File: src/rtl/i2c_pkg.sv
// Shared definitions for the I2C register-bank slave: FSM state codes and
// the bus condition codes reported by the synchroniser.
package i2c_pkg;

    localparam logic [3:0] ST_IDLE      = 4'd0;
    localparam logic [3:0] ST_ADDR      = 4'd1;
    localparam logic [3:0] ST_ADDR_ACK  = 4'd2;
    localparam logic [3:0] ST_PTR       = 4'd3;
    localparam logic [3:0] ST_PTR_ACK   = 4'd4;
    localparam logic [3:0] ST_WDATA     = 4'd5;
    localparam logic [3:0] ST_WDATA_ACK = 4'd6;
    localparam logic [3:0] ST_FETCH     = 4'd7;
    localparam logic [3:0] ST_RDATA     = 4'd8;
    localparam logic [3:0] ST_RACK      = 4'd9;

    typedef enum logic [1:0] {
        COND_NONE  = 2'd0,
        COND_START = 2'd1,
        COND_STOP  = 2'd2
    } bus_cond_e;

endpackage

File: src/rtl/i2c_bus_sync.sv
// SCL/SDA synchroniser with registered SCL edge and START/STOP detection.
// All detection works on the synchronised levels only.
module i2c_bus_sync
    import i2c_pkg::*;
#(
    parameter int SYNC_STAGES = 2
) (
    input  logic      clk,
    input  logic      reset,
    input  logic      scl_in,
    input  logic      sda_in,
    output logic      scl_rise,
    output logic      scl_fall,
    output logic      sda_lvl,
    output bus_cond_e cond
);

    logic [SYNC_STAGES-1:0] scl_sync_r;
    logic [SYNC_STAGES-1:0] sda_sync_r;
    logic                   scl_d_r;
    logic                   sda_d_r;
    logic                   scl_rise_r;
    logic                   scl_fall_r;
    logic                   sda_lvl_r;
    bus_cond_e              cond_r;
    logic                   scl_s;
    logic                   sda_s;
    logic                   start_s;
    logic                   stop_s;

    assign scl_s   = scl_sync_r[SYNC_STAGES-1];
    assign sda_s   = sda_sync_r[SYNC_STAGES-1];
    // SDA moving while SCL stays high marks a bus condition
    assign start_s = scl_s & scl_d_r &  sda_d_r & ~sda_s;
    assign stop_s  = scl_s & scl_d_r & ~sda_d_r &  sda_s;

    // Metastability chains; an idle bus is high, so they reset to 1
    always_ff @(posedge clk or posedge reset) begin
        if (reset) begin
            scl_sync_r <= {SYNC_STAGES{1'b1}};
            sda_sync_r <= {SYNC_STAGES{1'b1}};
        end else begin
            scl_sync_r <= {scl_sync_r[SYNC_STAGES-2:0], scl_in};
            sda_sync_r <= {sda_sync_r[SYNC_STAGES-2:0], sda_in};
        end
    end

    // Previous-level copies and registered edge/condition outputs
    always_ff @(posedge clk or posedge reset) begin
        if (reset) begin
            scl_d_r    <= 1'b1;
            sda_d_r    <= 1'b1;
            scl_rise_r <= 1'b0;
            scl_fall_r <= 1'b0;
            sda_lvl_r  <= 1'b1;
            cond_r     <= COND_NONE;
        end else begin
            scl_d_r    <= scl_s;
            sda_d_r    <= sda_s;
            scl_rise_r <= scl_s & ~scl_d_r;
            scl_fall_r <= ~scl_s & scl_d_r;
            sda_lvl_r  <= sda_s;
            if (start_s) begin
                cond_r <= COND_START;
            end else if (stop_s) begin
                cond_r <= COND_STOP;
            end else begin
                cond_r <= COND_NONE;
            end
        end
    end

    assign scl_rise = scl_rise_r;
    assign scl_fall = scl_fall_r;
    assign sda_lvl  = sda_lvl_r;
    assign cond     = cond_r;

endmodule

File: src/rtl/i2c_slave_regbank.sv
// I2C slave exposing a register bank: first written byte sets the register
// pointer, further written bytes are stored, reads fetch through a
// request/valid handshake while stretching SCL.
module i2c_slave_regbank
    import i2c_pkg::*;
#(
    parameter int REG_AW      = 5,
    parameter int SYNC_STAGES = 2,
    parameter int WRAP_EN     = 1
) (
    input  logic              clk,
    input  logic              reset,
    input  logic              scl_in,
    input  logic              sda_in,
    output logic              scl_oe,
    output logic              sda_oe,
    input  logic [6:0]        slave_addr,
    input  logic              enable,
    output logic [REG_AW-1:0] reg_addr,
    output logic [7:0]        reg_wdata,
    output logic              reg_we,
    output logic              reg_re,
    input  logic [7:0]        reg_rdata,
    input  logic              reg_rvalid,
    output logic              busy,
    output logic              stop_det
);

    localparam logic [REG_AW-1:0] PTR_MAX = {REG_AW{1'b1}};
    localparam logic [REG_AW-1:0] PTR_ONE = {{(REG_AW-1){1'b0}}, 1'b1};

    // Pointer advance: wrap to 0 or saturate at the top register
    function automatic logic [REG_AW-1:0] ptr_next(input logic [REG_AW-1:0] p);
        if (p == PTR_MAX) begin
            ptr_next = (WRAP_EN != 0) ? {REG_AW{1'b0}} : p;
        end else begin
            ptr_next = p + PTR_ONE;
        end
    endfunction

    logic              scl_rise_s;
    logic              scl_fall_s;
    logic              sda_lvl_s;
    bus_cond_e         cond_s;

    logic [3:0]        state_r;
    logic [7:0]        shift_r;
    logic [7:0]        tx_r;
    logic [3:0]        bit_cnt_r;
    logic              rw_r;
    logic              ack_r;
    logic [REG_AW-1:0] ptr_r;
    logic [REG_AW-1:0] reg_addr_r;
    logic [7:0]        reg_wdata_r;
    logic              reg_we_r;
    logic              reg_re_r;
    logic              scl_oe_r;
    logic              sda_oe_r;
    logic              busy_r;
    logic              stop_det_r;

    i2c_bus_sync #(
        .SYNC_STAGES (SYNC_STAGES)
    ) u_sync (
        .clk      (clk),
        .reset    (reset),
        .scl_in   (scl_in),
        .sda_in   (sda_in),
        .scl_rise (scl_rise_s),
        .scl_fall (scl_fall_s),
        .sda_lvl  (sda_lvl_s),
        .cond     (cond_s)
    );

    // Protocol FSM, byte shifters, pointer and register-port strobes
    always_ff @(posedge clk or posedge reset) begin
        if (reset) begin
            state_r     <= ST_IDLE;
            shift_r     <= 8'h00;
            tx_r        <= 8'h00;
            bit_cnt_r   <= 4'd0;
            rw_r        <= 1'b0;
            ack_r       <= 1'b0;
            ptr_r       <= {REG_AW{1'b0}};
            reg_addr_r  <= {REG_AW{1'b0}};
            reg_wdata_r <= 8'h00;
            reg_we_r    <= 1'b0;
            reg_re_r    <= 1'b0;
            scl_oe_r    <= 1'b0;
            sda_oe_r    <= 1'b0;
            busy_r      <= 1'b0;
            stop_det_r  <= 1'b0;
        end else begin
            reg_we_r   <= 1'b0;
            reg_re_r   <= 1'b0;
            stop_det_r <= 1'b0;
            // a stored byte moves the pointer on in the clock after its strobe
            if (reg_we_r) begin
                ptr_r <= ptr_next(ptr_r);
            end
            if (cond_s == COND_STOP) begin
                state_r    <= ST_IDLE;
                scl_oe_r   <= 1'b0;
                sda_oe_r   <= 1'b0;
                stop_det_r <= busy_r;
                busy_r     <= 1'b0;
            end else if (cond_s == COND_START) begin
                // abandons any partial byte; busy survives a repeated START
                state_r   <= ST_ADDR;
                bit_cnt_r <= 4'd0;
                scl_oe_r  <= 1'b0;
                sda_oe_r  <= 1'b0;
            end else if (!enable && (state_r != ST_IDLE)) begin
                state_r  <= ST_IDLE;
                scl_oe_r <= 1'b0;
                sda_oe_r <= 1'b0;
                busy_r   <= 1'b0;
            end else begin
                case (state_r)
                    ST_IDLE: begin
                        state_r <= ST_IDLE;
                    end
                    ST_ADDR, ST_PTR, ST_WDATA: begin
                        if (scl_rise_s && (bit_cnt_r < 4'd8)) begin
                            shift_r   <= {shift_r[6:0], sda_lvl_s};
                            bit_cnt_r <= bit_cnt_r + 4'd1;
                            if ((state_r == ST_WDATA) && (bit_cnt_r == 4'd7)) begin
                                reg_wdata_r <= {shift_r[6:0], sda_lvl_s};
                                reg_addr_r  <= ptr_r;
                                reg_we_r    <= 1'b1;
                            end
                        end else if (scl_fall_s && (bit_cnt_r == 4'd8)) begin
                            if (state_r == ST_ADDR) begin
                                if (enable && (shift_r[7:1] == slave_addr) &&
                                    (shift_r[7:1] != 7'd0)) begin
                                    rw_r     <= shift_r[0];
                                    sda_oe_r <= 1'b1;
                                    busy_r   <= 1'b1;
                                    state_r  <= ST_ADDR_ACK;
                                end else begin
                                    sda_oe_r <= 1'b0;
                                    busy_r   <= 1'b0;
                                    state_r  <= ST_IDLE;
                                end
                            end else if (state_r == ST_PTR) begin
                                ptr_r    <= shift_r[REG_AW-1:0];
                                sda_oe_r <= 1'b1;
                                state_r  <= ST_PTR_ACK;
                            end else begin
                                sda_oe_r <= 1'b1;
                                state_r  <= ST_WDATA_ACK;
                            end
                        end
                    end
                    ST_ADDR_ACK: begin
                        if (scl_fall_s) begin
                            sda_oe_r  <= 1'b0;
                            bit_cnt_r <= 4'd0;
                            if (rw_r) begin
                                reg_re_r   <= 1'b1;
                                reg_addr_r <= ptr_r;
                                scl_oe_r   <= 1'b1;
                                state_r    <= ST_FETCH;
                            end else begin
                                state_r <= ST_PTR;
                            end
                        end
                    end
                    ST_PTR_ACK, ST_WDATA_ACK: begin
                        if (scl_fall_s) begin
                            sda_oe_r  <= 1'b0;
                            bit_cnt_r <= 4'd0;
                            state_r   <= ST_WDATA;
                        end
                    end
                    ST_FETCH: begin
                        // SCL is held low until the register bank answers
                        if (reg_rvalid) begin
                            tx_r      <= reg_rdata;
                            sda_oe_r  <= ~reg_rdata[7];
                            scl_oe_r  <= 1'b0;
                            ptr_r     <= ptr_next(ptr_r);
                            bit_cnt_r <= 4'd0;
                            state_r   <= ST_RDATA;
                        end
                    end
                    ST_RDATA: begin
                        if (scl_fall_s) begin
                            if (bit_cnt_r == 4'd7) begin
                                sda_oe_r <= 1'b0;
                                state_r  <= ST_RACK;
                            end else begin
                                tx_r      <= {tx_r[6:0], 1'b0};
                                sda_oe_r  <= ~tx_r[6];
                                bit_cnt_r <= bit_cnt_r + 4'd1;
                            end
                        end
                    end
                    ST_RACK: begin
                        if (scl_rise_s) begin
                            ack_r <= ~sda_lvl_s;
                        end else if (scl_fall_s) begin
                            if (ack_r) begin
                                reg_re_r   <= 1'b1;
                                reg_addr_r <= ptr_r;
                                scl_oe_r   <= 1'b1;
                                state_r    <= ST_FETCH;
                            end else begin
                                busy_r  <= 1'b0;
                                state_r <= ST_IDLE;
                            end
                        end
                    end
                    default: begin
                        scl_oe_r <= 1'b0;
                        sda_oe_r <= 1'b0;
                        busy_r   <= 1'b0;
                        state_r  <= ST_IDLE;
                    end
                endcase
            end
        end
    end

    assign scl_oe    = scl_oe_r;
    assign sda_oe    = sda_oe_r;
    assign reg_addr  = reg_addr_r;
    assign reg_wdata = reg_wdata_r;
    assign reg_we    = reg_we_r;
    assign reg_re    = reg_re_r;
    assign busy      = busy_r;
    assign stop_det  = stop_det_r;

endmodule

File: config.mk
export PLATFORM = sky130hd
export DESIGN_NAME = i2c_slave_regbank
export DESIGN_NICKNAME = d
export VERILOG_FILES = /design/src/rtl/i2c_pkg.sv /design/src/rtl/i2c_bus_sync.sv /design/src/rtl/i2c_slave_regbank.sv
export SDC_FILE = /design/constraint.sdc
export NUM_CORES = 1
export LEC_CHECK = 0
export ABC_CLOCK_PERIOD_IN_PS = 2720
export CORE_MARGIN = 1
export CORE_UTILIZATION = 50
export DETAILED_ROUTE_END_ITERATION = 12
export PLACE_DENSITY = 0.75
export SYNTH_ARGS = -nofsm -noshare
export SYNTH_HDL_FRONTEND = slang
export SYNTH_SLANG_ARGS = --single-unit
File: constraint.sdc
create_clock -name clk -period 2.72 [get_ports clk]
set_clock_uncertainty 0.15 [all_clocks]
set_input_delay 0.544 -clock clk [delete_from_list [all_inputs] [get_ports clk]]
set_output_delay 0.544 -clock clk [all_outputs]
set_load 0.01 [all_outputs]
==> flow_summary_export.csv <==
group,metric,value,unit
run_status,status,"finished clean",
cts,cts_buffer_depth,2,
yosys,synth_flop_cell,"dfrtp_1",
floorplan,start_util,53.1,%
yosys,synth_top_area_share,38.5,%
cells_and_area,fin_nets,427,
global_routing,grt_start_max_net_pins,37,
power_and_ir_drop,p_comb_share,11.8,%
setup_path,cp_cell_sequence,"buf_4, nand2b_1, o2bb2a_1, o21ai_0, or3_1, mux2_4",
detailed_routing,routedWlPerCell,16.8,µm
hold_path,hold_start,"u_sync.sda_sync_r[0]",
floorplan,dieHeight,85.0,µm
cts,path_clk_slew,0.08,ns
power_and_ir_drop,power.density,503,mW/mm²
floorplan,ios,40,
setup_path,r2r-start,"state_r[3]",
placed_design,portBuffers,39,
sta,slew_viol_final,0,
cts,htree_levels,3,
hold_path,hold_path_class,"flop to flop",
power_and_ir_drop,pwr-share-clk,42.7,%
detailed_routing,dr.pass1.iters,5,
cts,cts_tree,"yes",
yosys,synth_edf_count,0,
power_and_ir_drop,p_leak,0.00183,µW
placed_design,dpl.hpwl,6.02,mm
cells_and_area,stdcell_count,482,
yosys,synth_area_leaders,"dfrtp_1 38%, mux2_2 5.9%, dfstp_2 4.6%",
setup_path,cp_max_fo,23,
hold_path,hold_depth,0,
sta,max_freq,388,MHz
global_routing,grt_overflow_total,0,
sta,post-route-period-util,94.8,%
cells_and_area,antenna_cells,0,
detailed_routing,vias,2907,
yosys,synthArstFlopShare,100,%
detailed_routing,drcViolationCount,0,
setup_path,path_class,"flop to flop",
flow_run,maxCapViolCount,0,
global_routing,grt_util_all_layers,24.2,%
power_and_ir_drop,p_sw,559,µW
cells_and_area,syn_to_final_growth,22.5,%
setup_path,r2r_end,"reg_addr[4]",
yosys,synth.most_common_cell,"dfrtp_1",
cts,cts_resized,0,
sta,rsz0062_at_grt,"no",
power_and_ir_drop,cell_internal_pwr,1570,µW
detailed_routing,wl,8.08,mm
power_and_ir_drop,vdd_drop_max,0.000443,V
sta,min_period,2.58,ns
cts,postCtsSetupRepairBufs,0,
yosys,yosys.cell_types.count,70,
cells_and_area,fillers,514,
placed_design,place_congestion,0.889,
yosys,yosysSeqAreaShare,43.0,%
detailed_routing,vias_per_cell,6.03,
setup_path,max_stage_delay,0.80,ns
cts,clkSinkCount,59,
power_and_ir_drop,p_total,2120,µW
yosys,synthTopCellsByCount,"53 x dfrtp_1, 30 x nor2_1, 26 x nand2_1",
power_and_ir_drop,seq_power_share,45.6,%
yosys,synth_nets,373,
setup_path,reg2reg_slack,0.14,ns
cts,cts_made_buffers,9,
cells_and_area,layout-drive-gt1-share,20.2,%
floorplan,dieArea,0.00723,mm²
setup_path,crit_path_end_kind,"flop",
floorplan,rows,29,
cts,cts_hold_buffers,0,
setup_path,arrival,2.66,ns
sta,worst_pin_slew,0.823,ns
yosys,yosys_warnings,0,
yosys,syn_avg_cell_area,9.97,µm²
placed_design,dp.cells,466,
cts,cts_root_buf,"clkbuf_8",
setup_path,worstRegToRegCells,6,
power_and_ir_drop,swShare,26.3,%
detailed_routing,postRouteAntennaNets,0,
cts,clk_latency,0.35,ns
yosys,synth_area_leader_cell,"dfrtp_1",
global_routing,grt_pass1_vias,2749,
setup_path,cp_data_required_time,2.81,ns
global_routing,antenna_found_initial,0,
sta,fin_hold_ws,0.210,ns
sta,slew_headroom,45.0,%
sta,finalSetupViolCount,0,
yosys,synth_area,0.00345,mm²
sta,finalHoldViolCount,0,
global_routing,grt_pass1_wl,13.3,mm
yosys,synth_seq_cells,59,
floorplan,chipWidth,85.0,µm
floorplan,fp.coreArea,0.00649,mm²
hold_path,min_to,"u_sync.sda_sync_r[1]",
detailed_routing,drt_iter0_markers,255,
setup_path,worst_setup_path_start_kind,"flop",
yosys,postSynthCellCount,346,
setup_path,slowest_stage,"dfrtp_1",
sta,setup_tns,0,ns
per-layer routing:
| layer | vias to the layer above | global-route usage (%) | share of wire [%] |
|---|---|---|---|
| met5 | - | 0 | 0 |
| met4 | 0 | 12.3 | 2.0 |
| met3 | 14 | 4.77 | 6.2 |
| met2 | 112 | 36.4 | 46 |
| met1 | 1403 | 33.3 | 46 |
| li1 | 1378 | - | - |
power groups by stage:
stage          Clock (µW)  Sequential [µW]  Combinational [µW]
6_report              906              968                 250
5_1_grt               957              975                 282
4_1_cts               920              966                 250
3_5_place_dp            0              983                 248
3_3_place_gp            0              982                 240
2_1_floorplan           0              965                 172
cells in the final DEF, fill, tap and decap left out, drive strengths merged, types with 8 or more instances in the layout:
cell type and instances:
nor2 30, nor3 11, a31oi 9, nor2b 10, nand2 26, clkbuf 9
a21oi 12, mux2 25, inv 15, dfrtp 53, clkdlybuf4s50 39, nand2b 8
nand3 10, buf 22, o21ai 13
how the worst max path moves through the flow:
stage / start / end / cells after the start
2_1_floorplan: state_r[2] / state_r[0] / 7
5_1_grt: state_r[3] / reg_addr[4] / 6
6_report: state_r[3] / reg_addr[4] / 6
3_5_place_dp: enable / reg_wdata[4] / 5
3_3_place_gp: enable / reg_wdata[7] / 5
4_1_cts: state_r[0] / reg_wdata[4] / 5
stage by stage:
stage          utilization [%]  setup slack, ns  area [µm²]
2_1_floorplan                -            0.511        3450
3_3_place_gp              61.6           0.0955        4000
3_5_place_dp              61.6           0.0484        4000
4_1_cts                   65.0            0.149        4220
5_1_grt                   65.1           0.0103        4230
6_report                  65.1            0.142        4230
layout make-up:
cell class	count	area (µm²)	share of cell area [%]
well taps	77	96.3	2.28
clock buffers	9	124	2.93
clock inverters	7	100	2.37
flip-flops and latches	59	1490	35.1
multi-input cells	255	1800	42.6
inverters	14	52.6	1.24
repair buffers	61	568	13.4
worst max-delay path, delay by kind of cell (launching register included):
family,cells,cell delay [ns]
mux,1,0.33
flops,1,0.80
compound gates,2,0.50
buf+inv,1,0.28
simple gates,2,0.41
flip-flops by register name (all words and copies together), names as in the netlist, 2 cells and up:
| register | flops |
|---|---|
| bit_cnt_r | 4 |
| ptr_r | 5 |
| reg_addr | 5 |
| reg_wdata | 8 |
| shift_r | 8 |
| state_r | 4 |
| tx_r | 7 |
| u_sync.cond | 2 |
| u_sync.scl_sync_r | 2 |
| u_sync.sda_sync_r | 2 |
cell families after synthesis:
logic type	count (synthesis)	synth area share, %
mux	29	9.87
simple gates	135	22.1
fa+ha+maj	6	2.18
compound gates	75	15.5
flops	59	43.0
xor+xnor	10	2.54
buf+inv	32	4.79
No activity file was read; power rests on OpenSTA's default activity.
